==> config.mk <==
export PLATFORM = sky130hd
export DESIGN_NAME = multicycle_control_unit
export DESIGN_NICKNAME = d
export VERILOG_FILES = /design/src/rtl/multicycle_control_unit.sv
export SDC_FILE = /design/constraint.sdc
export NUM_CORES = 1
export LEC_CHECK = 0
export ABC_AREA = 1
export BUFFER_PORTS_ARGS = -buffer_cell sky130_fd_sc_hd__buf_2
export CAP_MARGIN = 40
export CORE_MARGIN = 4
export CORE_UTILIZATION = 49
export DETAILED_ROUTE_END_ITERATION = 12
export GPL_ROUTABILITY_DRIVEN = 0
export GPL_TIMING_DRIVEN = 0
export PLACE_DENSITY = 0.91
export SLEW_MARGIN = 20
export SYNTH_ARGS = -nofsm -noshare
export SYNTH_HDL_FRONTEND = slang
export SYNTH_SLANG_ARGS = --single-unit
export TNS_END_PERCENT = 100
==> constraint.sdc <==
create_clock -name clk -period 4.3 [get_ports clk]
set_clock_uncertainty 0.05 [all_clocks]
set_input_delay 0.86 -clock clk [delete_from_list [all_inputs] [get_ports clk]]
set_output_delay 0.86 -clock clk [all_outputs]
set_load 0.01 [all_outputs]
==> src/rtl/multicycle_control_unit.sv <==
// Multi-cycle RISC-V control unit: captures the instruction into an IR and sequences
// FETCH/DECODE/EXECUTE/MEM/WRITEBACK controls for lw, sw, add, sub and addi.
module multicycle_control_unit #(
  parameter int unsigned WORDSIZE         = 64,
  parameter int unsigned INSTRUCTION_SIZE = 32,
  parameter int unsigned COUNTER_WIDTH    = 32
) (
  input  logic                        clk,
  input  logic                        rst,
  input  logic [INSTRUCTION_SIZE-1:0] instruction,
  input  logic                        instr_valid,
  input  logic                        dm_ready,
  output logic                        cu_ir_load,
  output logic                        cu_pc_write_en,
  output logic [4:0]                  cu_rf_addr_a,
  output logic [4:0]                  cu_rf_addr_b,
  output logic [4:0]                  cu_rf_write_addr,
  output logic                        cu_rf_write_en,
  output logic [WORDSIZE-1:0]         cu_immediate,
  output logic                        cu_mux_0_sel,
  output logic                        cu_mux_1_sel,
  output logic                        cu_mux_2_sel,
  output logic [2:0]                  cu_alu_operation,
  output logic                        cu_dm_req,
  output logic                        cu_dm_write_en,
  output logic                        cu_illegal,
  output logic [2:0]                  cu_state,
  output logic [COUNTER_WIDTH-1:0]    cu_instret
);

  localparam logic [2:0] ST_FETCH     = 3'd0;
  localparam logic [2:0] ST_DECODE    = 3'd1;
  localparam logic [2:0] ST_EXECUTE   = 3'd2;
  localparam logic [2:0] ST_MEM       = 3'd3;
  localparam logic [2:0] ST_WRITEBACK = 3'd4;
  localparam logic [2:0] ST_HALT      = 3'd5;

  localparam logic [6:0] OP_LOAD  = 7'b0000011;
  localparam logic [6:0] OP_STORE = 7'b0100011;
  localparam logic [6:0] OP_REG   = 7'b0110011;
  localparam logic [6:0] OP_IMM   = 7'b0010011;

  localparam logic [2:0] ALU_ADD = 3'b000;
  localparam logic [2:0] ALU_SUB = 3'b001;

  logic [2:0]                  state_q, state_d;
  logic [INSTRUCTION_SIZE-1:0] ir_q, ir_d;
  logic [COUNTER_WIDTH-1:0]    instret_q, instret_d;

  logic [6:0] opcode;
  logic [2:0] funct3;
  logic [6:0] funct7;
  logic       is_lw, is_sw, is_add, is_sub, is_addi, is_legal;

  // Instruction decode, always from the IR
  always_comb begin
    opcode   = ir_q[6:0];
    funct3   = ir_q[14:12];
    funct7   = ir_q[31:25];
    is_lw    = (opcode == OP_LOAD)  && (funct3 == 3'b010);
    is_sw    = (opcode == OP_STORE) && (funct3 == 3'b010);
    is_add   = (opcode == OP_REG)   && (funct3 == 3'b000) && (funct7 == 7'b0000000);
    is_sub   = (opcode == OP_REG)   && (funct3 == 3'b000) && (funct7 == 7'b0100000);
    is_addi  = (opcode == OP_IMM)   && (funct3 == 3'b000);
    is_legal = is_lw || is_sw || is_add || is_sub || is_addi;
  end

  always_comb begin
    cu_immediate = '0;
    if (is_lw || is_addi) begin
      cu_immediate = {{(WORDSIZE-12){ir_q[31]}}, ir_q[31:20]};
    end else if (is_sw) begin
      cu_immediate = {{(WORDSIZE-12){ir_q[31]}}, ir_q[31:25], ir_q[11:7]};
    end
  end

  assign cu_rf_addr_a     = ir_q[19:15];
  assign cu_rf_addr_b     = ir_q[24:20];
  assign cu_rf_write_addr = ir_q[11:7];
  assign cu_state         = state_q;
  assign cu_instret       = instret_q;

  always_ff @(posedge clk) begin
    if (rst) begin
      state_q   <= ST_FETCH;
      ir_q      <= '0;
      instret_q <= '0;
    end else begin
      state_q   <= state_d;
      ir_q      <= ir_d;
      instret_q <= instret_d;
    end
  end

  // Next state and per-phase control outputs
  always_comb begin
    state_d          = state_q;
    ir_d             = ir_q;
    instret_d        = instret_q;
    cu_ir_load       = 1'b0;
    cu_pc_write_en   = 1'b0;
    cu_rf_write_en   = 1'b0;
    cu_mux_0_sel     = 1'b0;
    cu_mux_1_sel     = 1'b0;
    cu_mux_2_sel     = 1'b0;
    cu_alu_operation = ALU_ADD;
    cu_dm_req        = 1'b0;
    cu_dm_write_en   = 1'b0;
    cu_illegal       = 1'b0;

    // ALU controls stay stable from EXECUTE through the end of the instruction
    if ((state_q == ST_EXECUTE) || (state_q == ST_MEM) || (state_q == ST_WRITEBACK)) begin
      cu_mux_1_sel     = is_add || is_sub;
      cu_alu_operation = is_sub ? ALU_SUB : ALU_ADD;
    end

    case (state_q)
      ST_FETCH: begin
        cu_ir_load = instr_valid;
        if (instr_valid) begin
          ir_d    = instruction;
          state_d = ST_DECODE;
        end
      end
      ST_DECODE: begin
        state_d = is_legal ? ST_EXECUTE : ST_HALT;
      end
      ST_EXECUTE: begin
        state_d = (is_lw || is_sw) ? ST_MEM : ST_WRITEBACK;
      end
      ST_MEM: begin
        cu_dm_req      = 1'b1;
        cu_dm_write_en = is_sw;
        if (dm_ready) begin
          if (is_sw) begin
            cu_pc_write_en = 1'b1;
            instret_d      = instret_q + COUNTER_WIDTH'(1);
            state_d        = ST_FETCH;
          end else begin
            state_d = ST_WRITEBACK;
          end
        end
      end
      ST_WRITEBACK: begin
        cu_rf_write_en = 1'b1;
        cu_pc_write_en = 1'b1;
        cu_mux_2_sel   = is_lw;
        instret_d      = instret_q + COUNTER_WIDTH'(1);
        state_d        = ST_FETCH;
      end
      ST_HALT: begin
        cu_illegal = 1'b1;
      end
      default: begin
        state_d = ST_FETCH;
      end
    endcase
  end

endmodule

* Word-level counts from Yosys, hierarchy flattened
Cells that the tools add are included.
Word-level totals: word-level logic and storage cells 63, memories 0, output and inout port bits 126, register bits 67, bits in read-only memories 0, RAM bits 0, bits in latches 0, input port bits 36
Operators by class: reductions and logical operators 21, multiply operators 0, multiplexer cells 23, order comparisons 0, shift-type cells 0, div/mod/pow operators 0, add/subtract/negate cells 1, bitwise logic cells 1, equality and inequality tests 14
Operator list (count):
- 64-bit two-way mux | 2
- 32-bit two-way mux | 2
- 32-bit case mux with 2 select lines | 1
- 32-bit by 1-bit adder with 32-bit output, second input constant | 1
- 7-bit by 6-bit == test with 1-bit output, second input constant | 3
- 3-bit two-way mux | 5
- 3-bit case mux with 5 select lines | 1
- 1-bit two-way mux | 11
- 3-bit by 2-bit == test with 1-bit output, second input constant | 3
- 1-bit logical OR | 8
- 7-bit by 2-bit == test with 1-bit output, second input constant | 1
- 7-bit by 5-bit == test with 1-bit output, second input constant | 1
- 7-bit zero test | 1
- 3-bit == test, second input constant | 2
- 1-bit logical AND | 6
- 3-bit zero test | 2
- 2-bit != test, second input constant | 3
- 3-bit AND reduction | 2
- 3-bit by 1-bit == test with 1-bit output, second input constant | 1
- 1-bit case mux with 2 select lines | 1
- 2-bit AND reduction | 1
- 2-bit nonzero test | 1
- 1-bit NOT | 1

* Longest topological paths before layout
Gate-level depths: netlist of run 1.
word-level depth 8, depth in mapped cells 11, depth with buffers taken out 11

* Worst setup path after synthesis of run 1
Ideal clock, no wire load.
path type reg-to-output, start point register ir_q[3], end point output port cu_immediate[12], required time 3390 ps, cell stages (with the launch flop) 9, arrival 2971 ps, path buffers 1, path slack 419 ps, cell sequence dfxtp_1 inv_1 nand2_1 nor2_1 nand3_1 nand2_1 inv_1 nor2_1 buf_4
Between the ends: cells in the longest elaborated chain, start to end 4, elaborated cells between the ends (all ways) 9, those cells by class 3 x eq/ne; 2 x mux; 4 x reduce/logical
Ends and longest elaborated chain:
- start: declaration | line 47 | logic [INSTRUCTION_SIZE-1:0] ir_q, ir_d;
- start signal: assignment | line 90 | ir_q <= ir_d;
- 7-bit by 6-bit == test with 1-bit output (tied with other cells) | line 61 | is_sw = (opcode == OP_STORE) && (funct3 == 3'b010);
- 1-bit logical AND (on tied branches) | line 61, 60, 64
- 64-bit two-way mux or 1-bit logical OR (tied branches) | line 72, 70
- 64-bit two-way mux (*) | line 70 | if (is_lw || is_addi) begin
- end: declaration | line 19 | output logic [WORDSIZE-1:0] cu_immediate,
Mark *: on every way between the ends. The rest lies on a longest branch, timed or not.

* Worst setup path after layout of run 1
start point register ir_q[2], end point output port cu_immediate[41]
The elaborated chain is that of the path after synthesis.

==> results of run 1 <==
## Yosys cell counts
| library cell | count |
|---|---|
| nand2_1 | 151 |
| nor2_1 | 73 |
| buf_4 | 70 |
| dfxtp_1 | 67 |
| a21oi_1 | 57 |
| inv_1 | 53 |
| nand3_1 | 32 |
| o21ai_0 | 27 |
| clkbuf_1 | 9 |
| a21oi_2 | 8 |
| nand2_2 | 8 |
| nor3_1 | 6 |
| buf_6 | 5 |
| nand4_1 | 5 |
| o22ai_1 | 5 |
| buf_2 | 4 |
| xnor2_1 | 4 |
| xor2_1 | 4 |
| inv_2 | 3 |
| nand3_2 | 3 |
| nor2_2 | 3 |
| nor2_4 | 3 |
| nor3_2 | 3 |
| nand3b_1 | 2 |
| a211oi_1 | 1 |
| and2_2 | 1 |
| buf_1 | 1 |
| clkinv_1 | 1 |
| conb_1 | 1 |
| ha_1 | 1 |
| nand3_4 | 1 |
| nor4_1 | 1 |
## kinds of logic after synthesis
| logic type | after synthesis | synth area share (%) |
|---|---|---|
| other cells | 1 | 0.09188 |
| flops | 67 | 32.86 |
| simple gates | 292 | 31.15 |
| xor+xnor | 8 | 1.717 |
| compound gates | 98 | 12.97 |
| fa+ha+maj | 1 | 0.3065 |
| buf+inv | 146 | 20.91 |
## per-layer routing
layer / vias up / global-route usage (%)
li1: 2223 / -
met1: 1947 / 27.71
met2: 161 / 35.38
met3: 18 / 5.961
met4: 0 / 6.408
met5: - / 0
## worst min path at each step
stage | startpoint | slack (ps) | endpoint
floorplan | ir_q[2] | 390 | ir_q[2]
global placement | ir_q[16] | 410 | ir_q[16]
detailed placement | ir_q[17] | 410 | ir_q[17]
CTS | ir_q[17] | 420 | ir_q[17]
global route | ir_q[18] | 450 | ir_q[18]
finish | ir_q[17] | 420 | ir_q[17]
## metrics by stage
step | hold slack [ps] | setup WS, ps | TNS (ps)
3_5_place_dp | 410.2 | 1484 | 0
6_report | 421.2 | 1158 | 0
5_1_grt | 447.4 | 914.7 | 0
3_3_place_gp | 405.5 | -81.70 | -4113
4_1_cts | 422.6 | 1106 | 0
2_1_floorplan | 394.0 | 419.1 | 0
## layout by cell type (no fill, tap or decap), types with 2 or more instances in the layout
| master | netlist | layout |
|---|---|---|
| o22ai_1 | 5 | 5 |
| nand3b_1 | 2 | 2 |
| xor2_1 | 4 | 4 |
| dfxtp_1 | 67 | 67 |
| buf_2 | 4 | 161 |
| nand4_1 | 5 | 5 |
| inv_2 | 3 | 3 |
| o21ai_0 | 27 | 27 |
| nor2_1 | 73 | 72 |
| a21oi_2 | 8 | 8 |
| xnor2_1 | 4 | 4 |
| nand3_1 | 32 | 32 |
| inv_1 | 53 | 53 |
| conb_1 | 1 | 3 |
| nor2_4 | 3 | 4 |
| buf_4 | 70 | 70 |
| clkbuf_1 | 9 | 9 |
| nand3_2 | 3 | 3 |
| nor2_2 | 3 | 3 |
| nand2_1 | 151 | 151 |
| buf_6 | 5 | 5 |
| nor3_2 | 3 | 3 |
| nand2_2 | 8 | 8 |
| clkbuf_8 | 0 | 11 |
| clkinvlp_4 | 0 | 3 |
| a21oi_1 | 57 | 57 |
| nor3_1 | 6 | 6 |
## sequential cells by signal (all words and copies together) (netlist names)
name        count
cu_instret     32
cu_state        3
ir_q           32
## where the power goes
group / total (mW) / internal, mW / switching [mW]
clock: 0.556 / 0.300 / 0.256
combinational: 0.309 / 0.122 / 0.187
sequential: 0.700 / 0.669 / 0.0305
total: 1.57 / 1.09 / 0.473
## critical path: stages (launching register included)
cell and delay (ps):
dfxtp_1 320, inv_1 70, nand2_1 50, nor2_1 180
nand3_1 200, nand2_1 110, inv_1 150, nor2_4 350
buf_16 230, buf_4 120, buf_2 120
## area by class of cell
class | count | area (µm²)
fill | 773 | 2922
multi-input combinational | 402 | 1902
sequential | 67 | 1341
timing repair buffer | 158 | 813.3
buffer | 89 | 639.4
inverter | 57 | 214.0
clock buffer | 11 | 151.4
tap | 105 | 131.4
clock inverter | 5 | 61.31
==> out/qor.txt, run 1 <==
DR top layer: met4
post-synth top area cell: dfxtp_1
Slew headroom: 63.72%
RSZ-0062 raised after global routing: no
CTS Buf Count: 9
min cycle time layout: 3142 ps
DR iter-0 viols: 154
Seq/Total Area, Yosys: 32.86%
PnR Total Power: 1.565 mW
drt drc: 0
Leak Pwr: 2.620 nW
syn avg cell area: 6.658 µm²
flops & latches, synth: 67
Setup crit end: cu_immediate[41]
CP required: 3390 ps
total track usage: 21.56%
die area: 9854 µm²
worst slew pin tran: 544.2 ps
post-layout net count: 821
placed instance area: 5041 µm²
Final Hold Fails: 0
Reg2Reg Launch Point: cu_instret[0]
Clock Sinks: 67
io pins: 162
routed wire length: 11,000 µm
Period Utilization, post-route: 73.08%
drt pass-1 iters: 4
crit path max fanout: 38
met3 routed WL: 869 µm
max-slew violations: 0
Clock Path Buffers: 2
Synth warnings: 0
Area Growth Syn to Fin: 28.72%
Final Util: 64.26%
share of layout cells above drive strength 1: 36.38%
mapped cell area: 4081 µm²
I/O Buffers: 157
gr ovfl total: 0
Core Area: 8175 µm²
Max VDD drop: 0.1938 mV
Root Buffer: clkbuf_8
crit path launch type: flop
Metal-1 WL: 4783 µm
Worst EP arrival: 2230 ps
maximum clock frequency: 318.2 MHz
Vias/cell: 4.865
clk_lat worst skew: 340 ps
initial antenna violation count: 0
Critical Path Sink Type: output port
Pwr Density: 297.9 nW/µm²
CP Launch Point: ir_q[2]
Hold Crit Class: flop to flop
Finished Layout Cells: 894
ranking of synthesized cells by area: dfxtp_1 33%, nand2_1 14%, buf_4 13%
critical path class: flop to output port
Hold-fix buffers, CTS: 0
Final setup viols: 0
global-route wire length before repair: 17,500 µm
Yosys cell types: 32
die width: 99.27 µm
vias: 4,349
final instance area: 5254 µm²
Worst Hold Depth: 2
CTS resizes: 0
reg-to-reg slack, setup: 2450 ps
status: finished clean
number of global-route vias before repair: 3,769
clock slew at reported path FFs: 80 ps
met2 WL: 5117 µm
diodes inserted: 0
Die Y: 99.27 µm
Post-DRT Antenna Nets: 0
placed insts: 878
row cnt: 33
CTS tree: built
number of buffers added for setup after CTS: 0
largest net degree at the start of global routing: 39
WL/cell: 12.30 µm
max-cap viol count: 0
top-area cell type share of the netlist area: 32.86%
HPWL Detailed: 8747 µm
Reg2Reg Depth: 10
Gate Count Post-Synth: 613
R2R Path End: cu_instret[18]
H-tree levels: 3
Starting Density: 49.92%
Power figures use the tool's default switching activity.
==> run 2: changes to the inputs <==
--- a/config.mk
+++ b/config.mk
@@ -5,11 +5,11 @@
 export SDC_FILE = /design/constraint.sdc
 export NUM_CORES = 1
 export LEC_CHECK = 0
-export ABC_AREA = 1
+export ABC_AREA = 0
 export BUFFER_PORTS_ARGS = -buffer_cell sky130_fd_sc_hd__buf_2
 export CAP_MARGIN = 40
 export CORE_MARGIN = 4
-export CORE_UTILIZATION = 49
+export CORE_UTILIZATION = 48
 export DETAILED_ROUTE_END_ITERATION = 12
 export GPL_ROUTABILITY_DRIVEN = 0
 export GPL_TIMING_DRIVEN = 0
==> constraint.sdc (replaced) <==
create_clock -name clk -period 3.1 [get_ports clk]
set_clock_uncertainty 0.05 [all_clocks]
set_input_delay 0.62 -clock clk [delete_from_list [all_inputs] [get_ports clk]]
set_output_delay 0.62 -clock clk [all_outputs]
set_load 0.01 [all_outputs]
==> run 2 against run 1 <==
  * Non-clock buffer count grew 4
  * Clock power increased by 32%
  * Critical path type unchanged
  * Synthesized area down 11%
  * Global-route usage rose by 0.80 points
  * Sequential share of layout area grew 2.3 points
  * Final cell count fell by 16%
  * Combinational power shrank 28%
==> out/qor.txt, run 2 <==
status: finished clean
flops & latches, synth: 67
CP bufs+invs: 1
H-tree levels: 3
Core Area: 7292 µm²
Leak Pwr: 2.350 nW
Max VDD drop: 0.3433 mV
clock slew at reported path FFs: 80 ps
syn avg cell area: 7.741 µm²
routed wire length: 10,240 µm
global routing's busiest layer: met2
Hold Crit Class: flop to flop
post-layout net count: 683
Reg2Reg Launch Point: cu_instret[2]
final instance area: 4825 µm²
post-synth top area cell: dfxtp_1
max-cap viol count: 0
met1 Usage GRT: 26.21%
Levels on crit path: 5
Worst Hold Depth: 2
Synth warnings: 0
I/O Buffers: 158
die area: 9037 µm²
mapped cell area: 3638 µm²
Hold Path Sink: ir_q[2]
reg-to-reg slack, setup: 640 ps
global-route wire length before repair: 16,300 µm
critical path class: flop to output port
DP Worst Slack: -361.3 ps
WL/cell: 13.65 µm
worst slew pin tran: 708.2 ps
Root Buffer: clkbuf_8
CP max stage delay: 560 ps
min cycle time layout: 2993 ps
HPWL Detailed: 7619 µm
maximum clock frequency: 334.2 MHz
Slew headroom: 52.42%
commonest cells after routing, fill and taps aside: 160 x buf_2, 81 x nand2_1, 73 x buf_4
Pwr Density: 389.5 nW/µm²
R2R Path End: cu_instret[31]
Seq/Total Area, Yosys: 36.86%
CP cell instances: or4_4 > or2_4 > or2_2 > nor3_1 > buf_2
CTS Buf Count: 9
placed insts: 729
Clock Path Buffers: 2
Final WS setup: 107.4 ps
vias: 3,728
number of flops mapped to enable cells by yosys: 0
top-area cell type share of the netlist area: 36.86%
largest net degree at the start of global routing: 15
Layout fillers: 627
initial antenna violation count: 0
Critical Path Sink Type: output port
Starting Density: 49.90%
total track usage: 22.36%
crit path max fanout: 10
Gate Count Post-Synth: 470
placed instance area: 4562 µm²
clk_lat worst skew: 340 ps
met2 Track Usage GR: 38.43%
io pins: 162
max-slew violations: 0
Top delay family on crit path: simple AND/OR/NAND/NOR gates
final hold slack: 403.2 ps
Die Y: 95.07 µm
Vias/cell: 4.971
Final Hold Fails: 0
setup TNS: 0 ps
Hold Crit Start: ir_q[2]
RSZ-0062 raised after global routing: no
drt drc: 0
drt pass-1 iters: 4
ranking of synthesized cells by area: dfxtp_1 37%, buf_4 14%, nand2_1 8.4%
Post-DRT Antenna Nets: 0
crit path max-delay cell type: or4_4
die width: 95.07 µm
Reg2Reg Depth: 5
ys async rst share: 0%
commonest non-fill, non-tap cell in the layout: buf_2
number of global-route vias before repair: 3,656
Worst EP arrival: 2320 ps
Final setup viols: 0
predominant post-synthesis flop cell: dfxtp_1
Period Utilization, post-route: 96.53%
Yosys cell types: 41
row cnt: 31
Finished Layout Cells: 750
met3 Use GR: 5.762%
Hold-fix buffers, CTS: 0
Clock Sinks: 67
DR iter-0 viols: 190
crit path launch type: flop
CP required: 2430 ps
Area Growth Syn to Fin: 32.60%
CTS tree: built
gr ovfl total: 0
Post-synth top cells: 81 x nand2_1, 70 x buf_4, 67 x dfxtp_1, 53 x a21oi_1, 29 x nor2_1
share of layout cells above drive strength 1: 40.25%
diodes inserted: 0
most frequent cell after synthesis: nand2_1
[run 2: changes by cell type in the layout (fill, tap and decap cells not counted), moves of 8 or more]
cell     previous run  this run
o21ai_0            27        17
inv_1              53         9
nand2_2             8         0
nor2_1             72        28
or3_1               0        12
and2_1              0        11
nand3_1            32         7
nor2b_1             0        12
a21oi_2             8         0
nand2_1           151        81
[run 2: layer usage]
layer	wire, µm	share of wire (%)
met5	0	0
met4	168	1.6
met2	5116	50
met3	760	7.4
met1	4189	41
[run 2: what timing repair did]
| action | CTS | global route |
|---|---|---|
| setup endpoints to repair | 54 | 51 |
| pin swaps | 2 | 1 |
| setup buffers | 1 | 2 |
| gates cloned | 3 | 0 |
| gates resized for setup | 7 | 3 |
[run 2: logic make-up after synthesis]
| logic type | Yosys count | share of synthesized area, % |
|---|---|---|
| buffers and inverters | 100 | 17.61 |
| xor gates and xnor gates | 15 | 3.611 |
| adders and majority gates | 1 | 0.3438 |
| AOI/OAI and AO/OA | 92 | 14.51 |
| and+or+nand+nor | 189 | 25.58 |
| DFF | 67 | 36.86 |
| other | 1 | 0.1031 |
| muxes | 5 | 1.376 |
[run 2: worst reg2reg max path, cell delays in order (launching register included)]
cell and delay, ps:
dfxtp_1 460, nand4_1 270, nor3_1 670, o2111ai_2 390, or3_1 400, a21oi_1 150
[run 2: how the worst max path moves through the flow]
stage	from	to	slack [ps]
2_1_floorplan	ir_q[3]	cu_immediate[12]	80
3_3_place_gp	ir_q[3]	cu_immediate[37]	-240
3_5_place_dp	ir_q[3]	cu_immediate[31]	-360
4_1_cts	cu_state[0]	cu_pc_write_en	0.6
5_1_grt	cu_state[0]	cu_pc_write_en	40
6_report	ir_q[3]	cu_dm_write_en	110
[run 2: layout make-up]
cell class                 count  area (µm²)  share of cell area [%]
multi-input combinational    308        1708                   35.40
inverter                       9       33.78                  0.7002
sequential                    67        1341                   27.80
buffer                        90       604.3                   12.53
tap                           99       123.9                   2.567
clock buffer                  10       137.6                   2.853
clock inverter                 6       62.56                   1.297
timing repair buffer         161       813.3                   16.86
[run 2: power breakdown]
part	total [mW]	leakage (nW)	internal [mW]	switching [mW]
clock	0.736	0.106	0.393	0.343
sequential	0.920	0.544	0.893	0.0278
combinational	0.223	1.70	0.0924	0.130
total	1.88	2.35	1.38	0.501
[run 2: through the flow]
stage	util (%)	total power [mW]
after floorplan	-	1.074
after global placement	62.56	1.147
after detailed placement	62.56	1.156
after CTS	65.91	1.888
after global routing	66.16	1.956
final	66.16	1.879
==> run 3: changes to the inputs <==
--- a/config.mk
+++ b/config.mk
@@ -5,11 +5,11 @@
 export SDC_FILE = /design/constraint.sdc
 export NUM_CORES = 1
 export LEC_CHECK = 0
-export ABC_AREA = 0
+export ABC_AREA = 1
 export BUFFER_PORTS_ARGS = -buffer_cell sky130_fd_sc_hd__buf_2
 export CAP_MARGIN = 40
 export CORE_MARGIN = 4
-export CORE_UTILIZATION = 48
+export CORE_UTILIZATION = 49
 export DETAILED_ROUTE_END_ITERATION = 12
 export GPL_ROUTABILITY_DRIVEN = 0
 export GPL_TIMING_DRIVEN = 0
==> run 3 against run 2 <==
  * Register-to-register slack better by 660 ps
  * Setup slack better by 240 ps
  * Critical path depth increased by 5
  * Largest cell class unchanged
  * Worst hold slack gained 15 ps
  * Core utilization shrank 2.3 points
  * Critical endpoint is now cu_immediate[14]
==> out/qor.txt, run 3 (synthesized netlist as in run 1, its figures left out) <==
crit path max-delay cell type: dfxtp_1
Hold Crit Class: flop to flop
Starting Density: 49.92%
FF+latch area: 1341 µm²
CTS tree: built
Final setup viols: 0
vias: 4,367
die area: 9854 µm²
Final Hold Fails: 0
global-route wire length before repair: 17,930 µm
critical path class: flop to output port
CP cell instances: inv_1 > nand2_1 > nor2_1 > nand3_1 > nand2_1 > inv_1 > nor2_4 > buf_16 > buf_4 > buf_2
Period Utilization, post-route: 88.95%
drt drc: 0
DP Worst Slack: 571.2 ps
Worst EP arrival: 2090 ps
max-cap viol count: 0
HPWL Detailed: 8662 µm
drt pass-1 iters: 5
number of global-route vias before repair: 3,841
area of the multi-input gates: 1902 µm²
routed wire length: 11,030 µm
Final WS setup: 342.7 ps
Critical Path Sink Type: output port
diodes inserted: 0
worst slew pin tran: 576.1 ps
share of layout cells above drive strength 1: 36.33%
Layout fillers: 731
max-slew violations: 0
PnR Total Power: 2.044 mW
die width: 99.27 µm
DR iter-0 viols: 214
CP required: 2430 ps
Pwr Density: 391.6 nW/µm²
initial antenna violation count: 0
final hold slack: 417.7 ps
Clock Path Buffers: 2
commonest non-fill, non-tap cell in the layout: buf_2
io pins: 162
WL/cell: 12.32 µm
Die Y: 99.27 µm
I/O Buffers: 157
post-layout net count: 822
Final Util: 63.84%
placed instance area: 5041 µm²
row cnt: 33
Root Buffer: clkbuf_8
final instance area: 5219 µm²
Leak Pwr: 2.610 nW
Finished Layout Cells: 895
crit path launch type: flop
largest net degree at the start of global routing: 42
Clock Sinks: 67
total track usage: 22.22%
Max VDD drop: 0.2881 mV
crit path max fanout: 41
Post-DRT Antenna Nets: 0
clock slew at reported path FFs: 80 ps
clk_lat worst skew: 350 ps
placed insts: 878
Vias/cell: 4.879
CP bufs+invs: 5
RSZ-0062 raised after global routing: no
Area Growth Syn to Fin: 27.87%
Slew headroom: 61.59%
Core Area: 8175 µm²
commonest cells after routing, fill and taps aside: 161 x buf_2, 151 x nand2_1, 72 x nor2_1
Top delay family on crit path: simple AND/OR/NAND/NOR gates
maximum clock frequency: 362.7 MHz
setup TNS: 0 ps
CTS Buf Count: 9
gr ovfl total: 0
H-tree levels: 3
min cycle time layout: 2757 ps
status: finished clean
CP max stage delay: 310 ps
run 3: final cells by class:
type,instances,share of cell area (%)
multi-input combinational,402,36.44
tap,105,2.517
inverter,57,4.100
clock inverter,6,0.8152
clock buffer,10,2.445
sequential,67,25.70
timing repair buffer,159,15.73
buffer,89,12.25
run 3: power by group:
| part | internal, mW | total, mW | switching, mW | leakage [nW] |
|---|---|---|---|---|
| registers | 0.928 | 0.972 | 0.0437 | 0.547 |
| clock network | 0.290 | 0.641 | 0.351 | 0.0822 |
| logic | 0.169 | 0.431 | 0.261 | 1.98 |
| total | 1.39 | 2.04 | 0.656 | 2.61 |
run 3: timing repair:
item,CTS,global route
endpoints found under the setup margin,0,41
resized for setup,0,0
buffers inserted,0,1
hold buffers,0,0
run 3: metal layers:
layer	vias to the layer above	track usage (%)	part of all wire (%)
li1	2222	-	-
met1	1923	28.66	42
met2	203	36.57	46
met3	19	5.400	10
met4	0	7.248	1.7
met5	-	0	0
run 3: worst paths after layout:
kind	startpoint	slack, ps	endpoint	cells past startpoint
setup / recovery	ir_q[3]	340	cu_immediate[14]	10
hold / removal	ir_q[18]	420	ir_q[18]	2
setup reg to reg	cu_instret[1]	1300	cu_instret[24]	9
hold reg to reg	ir_q[18]	420	ir_q[18]	2
run 3: tightest hold or removal path, stage by stage (launching register included):
cell	delay [ps]
dfxtp_1	310
nand2_1	60
a21oi_1	50
